--- config.mk ---
export PLATFORM = sky130hd
export DESIGN_NAME = fetch_stage
export DESIGN_NICKNAME = d
export VERILOG_FILES = /design/src/rtl/fetch_stage.sv
export SDC_FILE = /design/constraint.sdc
export NUM_CORES = 1
export LEC_CHECK = 0
export BUFFER_PORTS_ARGS = -buffer_cell sky130_fd_sc_hd__buf_2
export CAP_MARGIN = 20
export CORE_UTILIZATION = 30
export DETAILED_ROUTE_END_ITERATION = 6
export GPL_ROUTABILITY_DRIVEN = 1
export PLACE_DENSITY = 0.48
export SYNTH_ARGS = -nofsm -noshare
export SYNTH_HDL_FRONTEND = slang
export SYNTH_SLANG_ARGS = --single-unit
--- constraint.sdc ---
create_clock -name clk -period 2.8 [get_ports clk]
set_input_delay 0.14 -clock clk [delete_from_list [all_inputs] [get_ports clk]]
set_output_delay 0.14 -clock clk [all_outputs]
set_load 0.01 [all_outputs]
--- src/rtl/fetch_stage.sv ---
// fetch_stage: instruction-fetch front end.
// Owns the PC, issues word addresses to a synchronous-read instruction
// memory and fills the IF/ID register (instruction, pc_out, instr_valid).
// A one-entry skid buffer holds the word that returns on the first stalled
// edge, so the first unstalled edge delivers it with no bubble.
// Optional feature macro: FETCH_HALT_EN (halt on the word 24'hFFFFFF).
//
// Output semantics: instr_valid qualifies instruction/pc_out. There is no
// downstream ready; the consumer applies back-pressure with stall, which
// freezes IF/ID for that edge. redirect_valid overrides stall and flushes
// every in-flight and buffered word.
module fetch_stage #(
  parameter int                 ADDR_W  = 8,
  parameter int                 INSTR_W = 24,
  parameter logic [INSTR_W-1:0] NOP     = '0
) (
  input  logic               clk,
  input  logic               rst_n,
  input  logic               stall,
  input  logic               redirect_valid,
  input  logic [ADDR_W-1:0]  redirect_pc,
  output logic [ADDR_W-1:0]  imem_addr,
  input  logic [INSTR_W-1:0] imem_data,
  output logic [INSTR_W-1:0] instruction,
  output logic [ADDR_W-1:0]  pc_out,
  output logic               instr_valid,
  output logic               halted
);

`ifdef FETCH_HALT_EN
  localparam bit HALT_EN = 1'b1;
`else
  localparam bit HALT_EN = 1'b0;
`endif

  localparam logic [INSTR_W-1:0] HALT_WORD = '1;

  logic [ADDR_W-1:0]  pc;
  logic               req_valid;
  logic [ADDR_W-1:0]  req_pc;
  logic               skid_valid;
  logic [INSTR_W-1:0] skid_data;
  logic [ADDR_W-1:0]  skid_pc;

  logic               load_valid;
  logic [INSTR_W-1:0] load_data;
  logic [ADDR_W-1:0]  load_pc;

  assign imem_addr = pc;

  // Select what IF/ID takes on a normal edge: skid first, then the word in flight.
  always_comb begin
    load_valid = 1'b0;
    load_data  = NOP;
    load_pc    = pc_out;
    if (skid_valid) begin
      load_valid = 1'b1;
      load_data  = skid_data;
      load_pc    = skid_pc;
    end else if (req_valid) begin
      load_valid = 1'b1;
      load_data  = imem_data;
      load_pc    = req_pc;
    end
  end

  // PC, request tracking, skid buffer, IF/ID and halt flag; redirect > stall > normal.
  always_ff @(posedge clk or negedge rst_n) begin
    if (!rst_n) begin
      pc          <= '0;
      req_valid   <= 1'b0;
      req_pc      <= '0;
      skid_valid  <= 1'b0;
      skid_data   <= NOP;
      skid_pc     <= '0;
      instruction <= NOP;
      pc_out      <= '0;
      instr_valid <= 1'b0;
      halted      <= 1'b0;
    end else if (redirect_valid) begin
      pc          <= redirect_pc;
      req_valid   <= 1'b0;
      skid_valid  <= 1'b0;
      instruction <= NOP;
      instr_valid <= 1'b0;
      halted      <= 1'b0;
    end else if (stall) begin
      // The word returning on this edge would be lost; park it once.
      if (req_valid && !skid_valid) begin
        skid_valid <= 1'b1;
        skid_data  <= imem_data;
        skid_pc    <= req_pc;
      end
      // Anything read while stalled is dropped; pc is reissued afterwards.
      req_valid <= 1'b0;
    end else if (halted) begin
      // Halted: drain to bubbles, issue nothing, pc holds.
      instruction <= NOP;
      instr_valid <= 1'b0;
      req_valid   <= 1'b0;
      skid_valid  <= 1'b0;
    end else begin
      instruction <= load_valid ? load_data : NOP;
      instr_valid <= load_valid;
      pc_out      <= load_pc;
      skid_valid  <= 1'b0;
      req_valid   <= 1'b1;
      req_pc      <= pc;
      pc          <= pc + ADDR_W'(1);
      if (HALT_EN && load_valid && (load_data == HALT_WORD)) begin
        halted <= 1'b1;
      end
    end
  end

endmodule

==> flow_summary.ini, run 1 <==
[critical_path]
cp_slowest_stage_delay_ns = 0.63
cp_max_fo = 32
cp_slowest_cell = and3_4
endpoint_kind = flip-flop
path_class = reg2reg
critPathArrivalTime_ns = 2.17
worstPathCellList = nor2b_2 > and3_4 > mux2_2
critPathLaunchType = flip-flop
critPathRequiredTime_ns = 3.01

[die]
design.die.area_um2 = 12900
fp.dieW_um = 114
start_util = 0.309
chipHeight_um = 114
ios = 78
fp-row-count = 40
core_um2 = 12100

[layout]
layout-drive-gt1-share = 0.444
num_antenna_cells = 0
fill_cells = 1217
multi_input_area_um2 = 1510
final_cell_count_no_fill = 522
regArea_um2 = 2080
syn2layout_area_growth_pct = 23.1
fin_nets = 386

[logic_synthesis]
synthSimpleGateAreaFrac = 0.117
synthCells = 279
yosysTopAreaCell = dfrtp_1
synth_fa_ha_area_frac = 0.00334
netlist.area_leader.share = 0.554
synth_compound_area_frac = 0.0728
ys.flop_type = dfrtp_1
yosys_warnings = 0
muxShareOfSynthArea = 0.201
syn_area_per_cell_um2 = 13.4
synth_top_family_by_area = multiplexers
seq_area_frac_synth = 0.554
synth_area_um2 = 3750
async_flop_share = 1.00
synth.distinct_cells = 35
ys_seq_elements = 83
synth-xor-area-share = 0.00701
synth_enable_flop_cells = 0
synth.net_count = 316
yosys-top-cells-area = dfrtp_1, mux2_4, mux2_2, a221oi_1, nor2b_1

[clock_network]
cts_tree = built
cts_sinks = 83
cts_buffers = 9
cts_max_path_buffers = 2
cts.clk_slew.worst_paths_ns = 0.06
cts_root_buf = clkbuf_16
cts_resized = 0
clk_latency_ns = 0.33
cts_htree_levels = 3

[place]
hpwl_um = 5070
port_buffers = 76
dp_cells = 504
routabilityCongestion = 0.682

[job]
max_cap_violations = 0

[pwr]
p_total_mw = 3.60
peakVddDrop_uv = 313
power_density_nw_per_um2 = 780
p_leak_nw = 2.12

[timing]
slew_headroom = 0.559
fin_skew_ns = 0.00786
rsz0062_at_grt = false
tns_ns = 0
final.period_utilization = 0.701
max_slew.worst_pin.slew_ns = 0.657
slew_violations = 0
fin_crit_ns = 1.96
whs_ns = 0.0172
setup_viol = 0
fmax_mhz = 509
hold_violations = 0

[routing]
detail-route-antenna-nets = 0
drt-initial-drc-count = 133
viasPerCell = 4.65
wl_per_cell_um = 15.7
routed_wl_um = 8210
post-route-drc-count = 0
dr_total_vias = 2427
firstDrtPassIters = 4

[grt]
grt_pass1_wl_um = 13400
grt_pass1_vias = 2475
antenna_found_initial = 0
grt_max_degree = 84
overflow = 0
gr-usage-all-layers = 0.134

[worst_hold_path]
min_path_type = in2reg

[run_status]
outcome = completed
[synth_stat cells (3+ instances only)]
library cell,instances
nor3_1,24
a221oi_1,24
nand2_1,8
mux2_2,26
nor2b_1,25
or4_1,3
clkbuf_1,10
o211ai_1,3
nand3_1,4
dfrtp_1,83
o21ai_0,5
buf_2,6
mux2_4,30
[layout make-up]
type                            instances  share of cell area
Clock inverter                          6              0.0298
Tap cell                              168              0.0456
Multi-Input combinational cell        172               0.326
Inverter                                1            0.000813
Sequential cell                        83               0.450
Clock buffer                           10              0.0496
Timing Repair Buffer                   82              0.0976
[critical path: cells and delay by family (launching register included)]
family           cells  cell delay [ns]
multiplexers         1             0.40
AND/OR/NAND/NOR      2             0.85
flip-flops           1             0.60
[registers in the layout, indices dropped and copies added (netlist names)]
register	count
instruction	24
skid_data	24
imem_addr	8
pc_out	8
req_pc	8
skid_pc	8
instr_valid	1
req_valid	1
skid_valid	1
[routing by layer]
| metal | vias to the layer above | routed length, um | GRT usage |
|---|---|---|---|
| li1 | 1157 | - | - |
| met3 | 7 | 307 | 0.0239 |
| met2 | 62 | 3660 | 0.198 |
| met4 | 0 | 82 | 0.0395 |
| met5 | - | 0 | 0 |
| met1 | 1201 | 4160 | 0.199 |
[cell families (layout without fill, tap and decap cells)]
logic type / count (synthesis) / count (layout)
AOI/OAI and AO/OA: 34 / 34
xor gates and xnor gates: 3 / 3
adders and majority gates: 1 / 1
buffers and inverters: 24 / 99
DFF: 83 / 83
muxes: 57 / 57
other: 1 / 1
and+or+nand+nor: 76 / 76
[placed cells by master, fill, tap and decap left out, types with 2 or more instances in the layout]
| master | count |
|---|---|
| nand3_1 | 4 |
| nor3_1 | 24 |
| mux2_4 | 30 |
| o21ai_0 | 5 |
| xor2_1 | 2 |
| or4_1 | 3 |
| a221oi_1 | 24 |
| buf_4 | 5 |
| o211ai_1 | 3 |
| bufinv_16 | 4 |
| clkbuf_16 | 9 |
| dfrtp_1 | 83 |
| clkinv_4 | 2 |
| nor2_1 | 2 |
| nand2_1 | 8 |
| nor2b_1 | 25 |
| buf_2 | 75 |
| mux2_2 | 26 |
| nand4b_1 | 2 |
[stage by stage]
stage	setup slack, ns	instance area [um^2]	utilization
6_report	0.836	4610	0.381
5_1_grt	0.715	4610	0.381
4_1_cts	0.806	4580	0.378
3_5_place_dp	0.804	4210	0.348
3_3_place_gp	0.873	4210	0.348
2_1_floorplan	1.22	3750	-
[path summary, 6_finish.rpt]
kind,from,end,slack [ns],cells past startpoint
worst max-delay path,skid_valid$_DFFE_PN0P_,skid_pc[7]$_DFFE_PN0P_,0.84,3
worst min-delay path,redirect_pc[1],imem_addr[1]$_DFFE_PN0N_,0.02,3
worst max register to register,skid_valid$_DFFE_PN0P_,skid_pc[7]$_DFFE_PN0P_,0.84,3
worst min register to register,pc_out[5]$_DFFE_PN0P_,pc_out[5]$_DFFE_PN0P_,0.50,1
max in group asynchronous,rst_n,skid_data[10]$_DFFE_PN0P_,1.88,3
min in group asynchronous,rst_n,imem_addr[4]$_DFFE_PN0N_,0.31,2
[power by group]
group / switching, mW / internal [mW] / total, mW
logic: 0.235 / 0.347 / 0.582
registers: 0.151 / 1.42 / 1.57
clock network: 0.476 / 0.965 / 1.44
total: 0.862 / 2.74 / 3.60
[timing repair]
item / in CTS / in global routing
hold endpoints to repair: 0 / 34
setup buffers: 0 / 0
hold buffers: 0 / 1
endpoints found under the setup margin: 0 / 0
No activity file was read; power rests on OpenSTA's default activity.
==> run 2: changes to the inputs <==
ABC_AREA = 1   (was default)
clock period = 1.95 ns   (was 2.8 ns; I/O delays follow)
==> flow_summary.ini, run 2 <==
[worst_hold_path]
min_path_type = in2reg

[layout]
final_cell_mix = nand2_1, dfrtp_1, buf_2, o21ai_0, nand3_1
fin_nets = 516
syn2layout_area_growth_pct = 23.0
fill_cells = 1191
num_antenna_cells = 0
final_common_cell = nand2_1
post-route-util = 0.384
top_regs = instruction (24), skid_data (24)
layout-drive-gt1-share = 0.218

[clock_network]
cts_max_path_buffers = 2
cts_hold_buf = 3
cts_buffers = 9
cts_tree = built
cts_setup_buffers = 0
cts_htree_levels = 3
cts_root_buf = clkbuf_16
cts_sinks = 83
clk_latency_ns = 0.32
cts.clk_slew.worst_paths_ns = 0.06
cts_resized = 0

[pwr]
p_leak_nw = 2.23
power_density_nw_per_um2 = 995
peakVddDrop_uv = 332

[die]
start_util = 0.312
core_um2 = 11600
ios = 78
fp.dieW_um = 112
design.die.area_um2 = 12500
chipHeight_um = 112
fp-row-count = 39

[timing]
fin_skew_ns = 0.00431
fmax_mhz = 700
tns_ns = 0
fin_crit_ns = 1.43
setup_viol = 0
final.period_utilization = 0.733
hold_violations = 0
rsz0062_at_grt = false
slew_violations = 0

[place]
routabilityCongestion = 0.745
port_buffers = 76
hpwl_um = 5740

[logic_synthesis]
yosys-top-cells-area = dfrtp_1, nand2_1, o21ai_0, a22oi_1, nand3_1
ys_seq_elements = 83
yosysTopAreaCell = dfrtp_1
yosys_warnings = 0
synth.net_count = 442
async_flop_share = 1.00
synthCells = 405
netlist.area_leader.share = 0.576
ys.flop_type = dfrtp_1
seq_area_frac_synth = 0.576
synth_area_um2 = 3600
synth.distinct_cells = 22
ys_top_cells_by_count = nand2_1, dfrtp_1, o21ai_0, nand3_1, a22oi_1
yosysMostFrequentCell = nand2_1
syn_area_per_cell_um2 = 8.90
synth_enable_flop_cells = 0

[routing]
wl_per_cell_um = 13.7
drt-initial-drc-count = 198
viasPerCell = 4.75
dr_total_vias = 2970
routed_wl_um = 8550
post-route-drc-count = 8
detail-route-antenna-nets = 0
firstDrtPassIters = 6

[grt]
grt_pass1_wl_um = 14300
overflow = 0
grt_pass1_vias = 2778
gr-usage-all-layers = 0.145
grt_max_degree = 44
antenna_found_initial = 0

[run_status]
outcome = finished with violations
violations = DRC

[critical_path]
cp_max_fo = 25
endpoint_kind = flip-flop
critPathArrivalTime_ns = 1.67
critPathLaunchType = flip-flop
path_class = reg2reg
critPathRequiredTime_ns = 2.20

[job]
max_cap_violations = 0
==> run 2: power by group <==
| group | internal [mW] | switching [mW] |
|---|---|---|
| clock | 1.01 | 0.645 |
| sequential | 1.97 | 0.147 |
| combinational | 0.253 | 0.389 |
| total | 3.23 | 1.18 |
==> run 2: cell type report <==
cell class	instances	area [um^2]	area share
Tap cell	143	179	0.0403
Sequential cell	83	2080	0.468
Clock inverter	3	40.0	0.00903
Inverter	23	88.8	0.0200
Timing Repair Buffer	89	513	0.116
Multi-Input combinational cell	273	1290	0.292
Clock buffer	11	243	0.0547
==> run 2: final timing paths <==
| check | from | to | slack [ns] | cells after the start |
|---|---|---|---|---|
| worst max-delay path | skid_valid$_DFFE_PN0P_ | pc_out[6]$_DFFE_PN0P_ | 0.52 | 5 |
| worst min-delay path | imem_data[20] | skid_data[20]$_DFFE_PN0P_ | 0.02 | 3 |
| worst max register to register | skid_valid$_DFFE_PN0P_ | pc_out[6]$_DFFE_PN0P_ | 0.52 | 5 |
| worst min register to register | skid_data[22]$_DFFE_PN0P_ | skid_data[22]$_DFFE_PN0P_ | 0.48 | 2 |
| max in group asynchronous | rst_n | instruction[5]$_DFFE_PN0N_ | 1.21 | 3 |
| min in group asynchronous | rst_n | imem_addr[4]$_DFFE_PN0N_ | 0.21 | 2 |
==> run 2: stage by stage <==
stage	instance area [um^2]	power (mW)	hold slack (ns)	setup slack [ns]	std cells
floorplan	3600	2.52	-0.198	0.748	405
global placement	4120	2.78	0.0174	0.550	608
detailed placement	4120	2.80	0.0156	0.510	608
CTS	4440	4.49	0.000488	0.495	625
global route	4440	4.66	0.0162	0.384	625
finish	4440	4.41	0.0162	0.521	625
==> run 2: critical path: stages, from the launching register on <==
cell,delay (ns)
dfrtp_1,0.41
buf_4,0.29
nor2_1,0.15
nor2_4,0.30
nor2_1,0.08
a21oi_1,0.13
==> run 2: cells by family (layout without fill, tap and decap cells) <==
group / Yosys count / count (layout) / synth area share
and+or+nand+nor: 176 / 176 / 0.204
AOI/OAI and AO/OA: 95 / 95 / 0.149
other: 1 / 1 / 0.00104
DFF: 83 / 83 / 0.576
buffers and inverters: 49 / 126 / 0.0659
adders and majority gates: 1 / 1 / 0.00347
==> run 2: metal layers <==
layer	share of wire	GRT usage	up-vias	routed length (um)
li1	-	-	1487	-
met1	0.50	0.208	1412	4290
met2	0.44	0.208	65	3770
met3	0.047	0.0299	6	399
met4	0.011	0.0730	0	97
met5	0	0	-	0
==> run 3: changes to the inputs <==
clock period = 1.4 ns   (was 1.95 ns; I/O delays follow)
==> flow_summary.ini, run 3 (same netlist as run 2, synthesis figures left out) <==
[run_status]
outcome = finished with violations
violations = DRC

[die]
fp.dieW_um = 112
start_util = 0.312
chipHeight_um = 112
core_um2 = 11600
ios = 78
design.die.area_um2 = 12500
fp-row-count = 39

[grt]
grt_pass1_wl_um = 15000
antenna_found_initial = 0
gr-usage-all-layers = 0.152
grt_pass1_vias = 2948
grt_max_degree = 35
overflow = 0

[clock_network]
cts_buffers = 9
cts_setup_buffers = 0
cts_max_path_buffers = 2
cts_htree_levels = 3
cts_hold_buf = 27
clk_latency_ns = 0.33
cts_resized = 0
cts_sinks = 83
cts.clk_slew.worst_paths_ns = 0.06
cts_root_buf = clkbuf_16
cts_tree = built

[routing]
routed_wl_um = 8790
viasPerCell = 4.67
drt-initial-drc-count = 190
detail-route-antenna-nets = 0
post-route-drc-count = 4
dr_total_vias = 3067
firstDrtPassIters = 7
wl_per_cell_um = 13.4

[critical_path]
cp_slowest_cell = dfrtp_1
critPathArrivalTime_ns = 1.46
path_class = reg2reg
cp_slowest_stage_delay_ns = 0.40
cp_max_fo = 4
endpoint_kind = flip-flop
critPathRequiredTime_ns = 1.63
cpLargestDelayFamily = simple AND/OR/NAND/NOR gates
cp_common_cell = nand2_1
worstPathCellList = ha_1 > nand2_1 > nor2_1 > nand2_1 > nand2_1 > nand3_1 > nand2_1 > nand2_1
critPathLaunchType = flip-flop
cp_num_buf_inv = 0

[pwr]
p_leak_nw = 2.37
peakVddDrop_uv = 494
power_density_nw_per_um2 = 1340

[timing]
hold_violations = 0
fin_skew_ns = 0.00508
rsz0062_at_grt = false
slew_violations = 0
fin_crit_ns = 1.23
setup_viol = 0
tns_ns = 0
fmax_mhz = 814
final.period_utilization = 0.878

[layout]
num_antenna_cells = 0
fill_cells = 1183
syn2layout_area_growth_pct = 31.9
layout-drive-gt1-share = 0.220
final_cell_count_no_fill = 657
final_common_cell = nand2_1
fin_nets = 546
top_regs = instruction (24), skid_data (24)
final_cell_mix = nand2_1, dfrtp_1, buf_2, o21ai_0, nand3_1

[place]
hpwl_um = 5850
routabilityCongestion = 0.836
dp_cells = 614
port_buffers = 76

[worst_hold_path]
min_path_type = in2reg

[job]
max_cap_violations = 0
[run 3: cell types whose count changed in the layout (fill, tap and decap cells not counted), sizes merged]
cell,delta
buf,+6
clkbuf,+2
clkinv,-2
clkinvlp,+2
dlygate4sd3,+24
[run 3: per-layer routing]
layer,vias to the layer above,global-route usage,share of wire
li1,1549,-,-
met1,1442,0.212,0.49
met2,71,0.231,0.46
met3,5,0.0294,0.046
met4,0,0.0595,0.011
met5,-,0,0
[run 3: cell type report]
cell class              instances  area (um^2)  area share
clock buffers                  13          270      0.0569
clock inverters                 3         45.0     0.00948
inverters                      23         88.8      0.0187
multi-input cells             273         1290       0.272
flip-flops and latches         83         2080       0.437
well taps                     143          179      0.0376
repair buffers                119          798       0.168
[run 3: worst paths after layout]
| check | from | to | slack [ns] | cells after the start |
|---|---|---|---|---|
| hold / removal | imem_data[5] | skid_data[5]$_DFFE_PN0P_ | 0.03 | 3 |
| max in group asynchronous | rst_n | instruction[12]$_DFFE_PN0N_ | 0.61 | 3 |
| setup reg to reg | imem_addr[0]$_DFFE_PN0N_ | imem_addr[6]$_DFFE_PN0N_ | 0.17 | 8 |
| min in group asynchronous | rst_n | instruction[20]$_DFFE_PN0N_ | 0.24 | 2 |
| setup / recovery | imem_addr[0]$_DFFE_PN0N_ | imem_addr[6]$_DFFE_PN0N_ | 0.17 | 8 |
| hold reg to reg | skid_data[18]$_DFFE_PN0P_ | skid_data[18]$_DFFE_PN0P_ | 0.47 | 2 |
[run 3: tightest hold or removal path, cell delays in order]
cell and delay, ns:
buf_2 0.09, nand3_1 0.08, nand2_1 0.08
[run 3: through the flow]
stage	power [mW]	cell area, um^2	hold WS [ns]	util	worst slack (ns)
after floorplan	3.50	3600	-0.226	-	0.198
after global placement	3.88	4170	0.0305	0.360	0.215
after detailed placement	3.91	4170	0.0326	0.360	0.178
after CTS	6.48	4750	0.0190	0.411	0.160
after global routing	6.76	4750	0.0437	0.411	0.0160
final	6.38	4750	0.0303	0.411	0.171
[run 3: power by group]
| group | switching, mW | internal [mW] |
|---|---|---|
| Combinational | 0.558 | 0.410 |
| Clock | 0.939 | 1.53 |
| Sequential | 0.196 | 2.74 |
| Total | 1.69 | 4.68 |
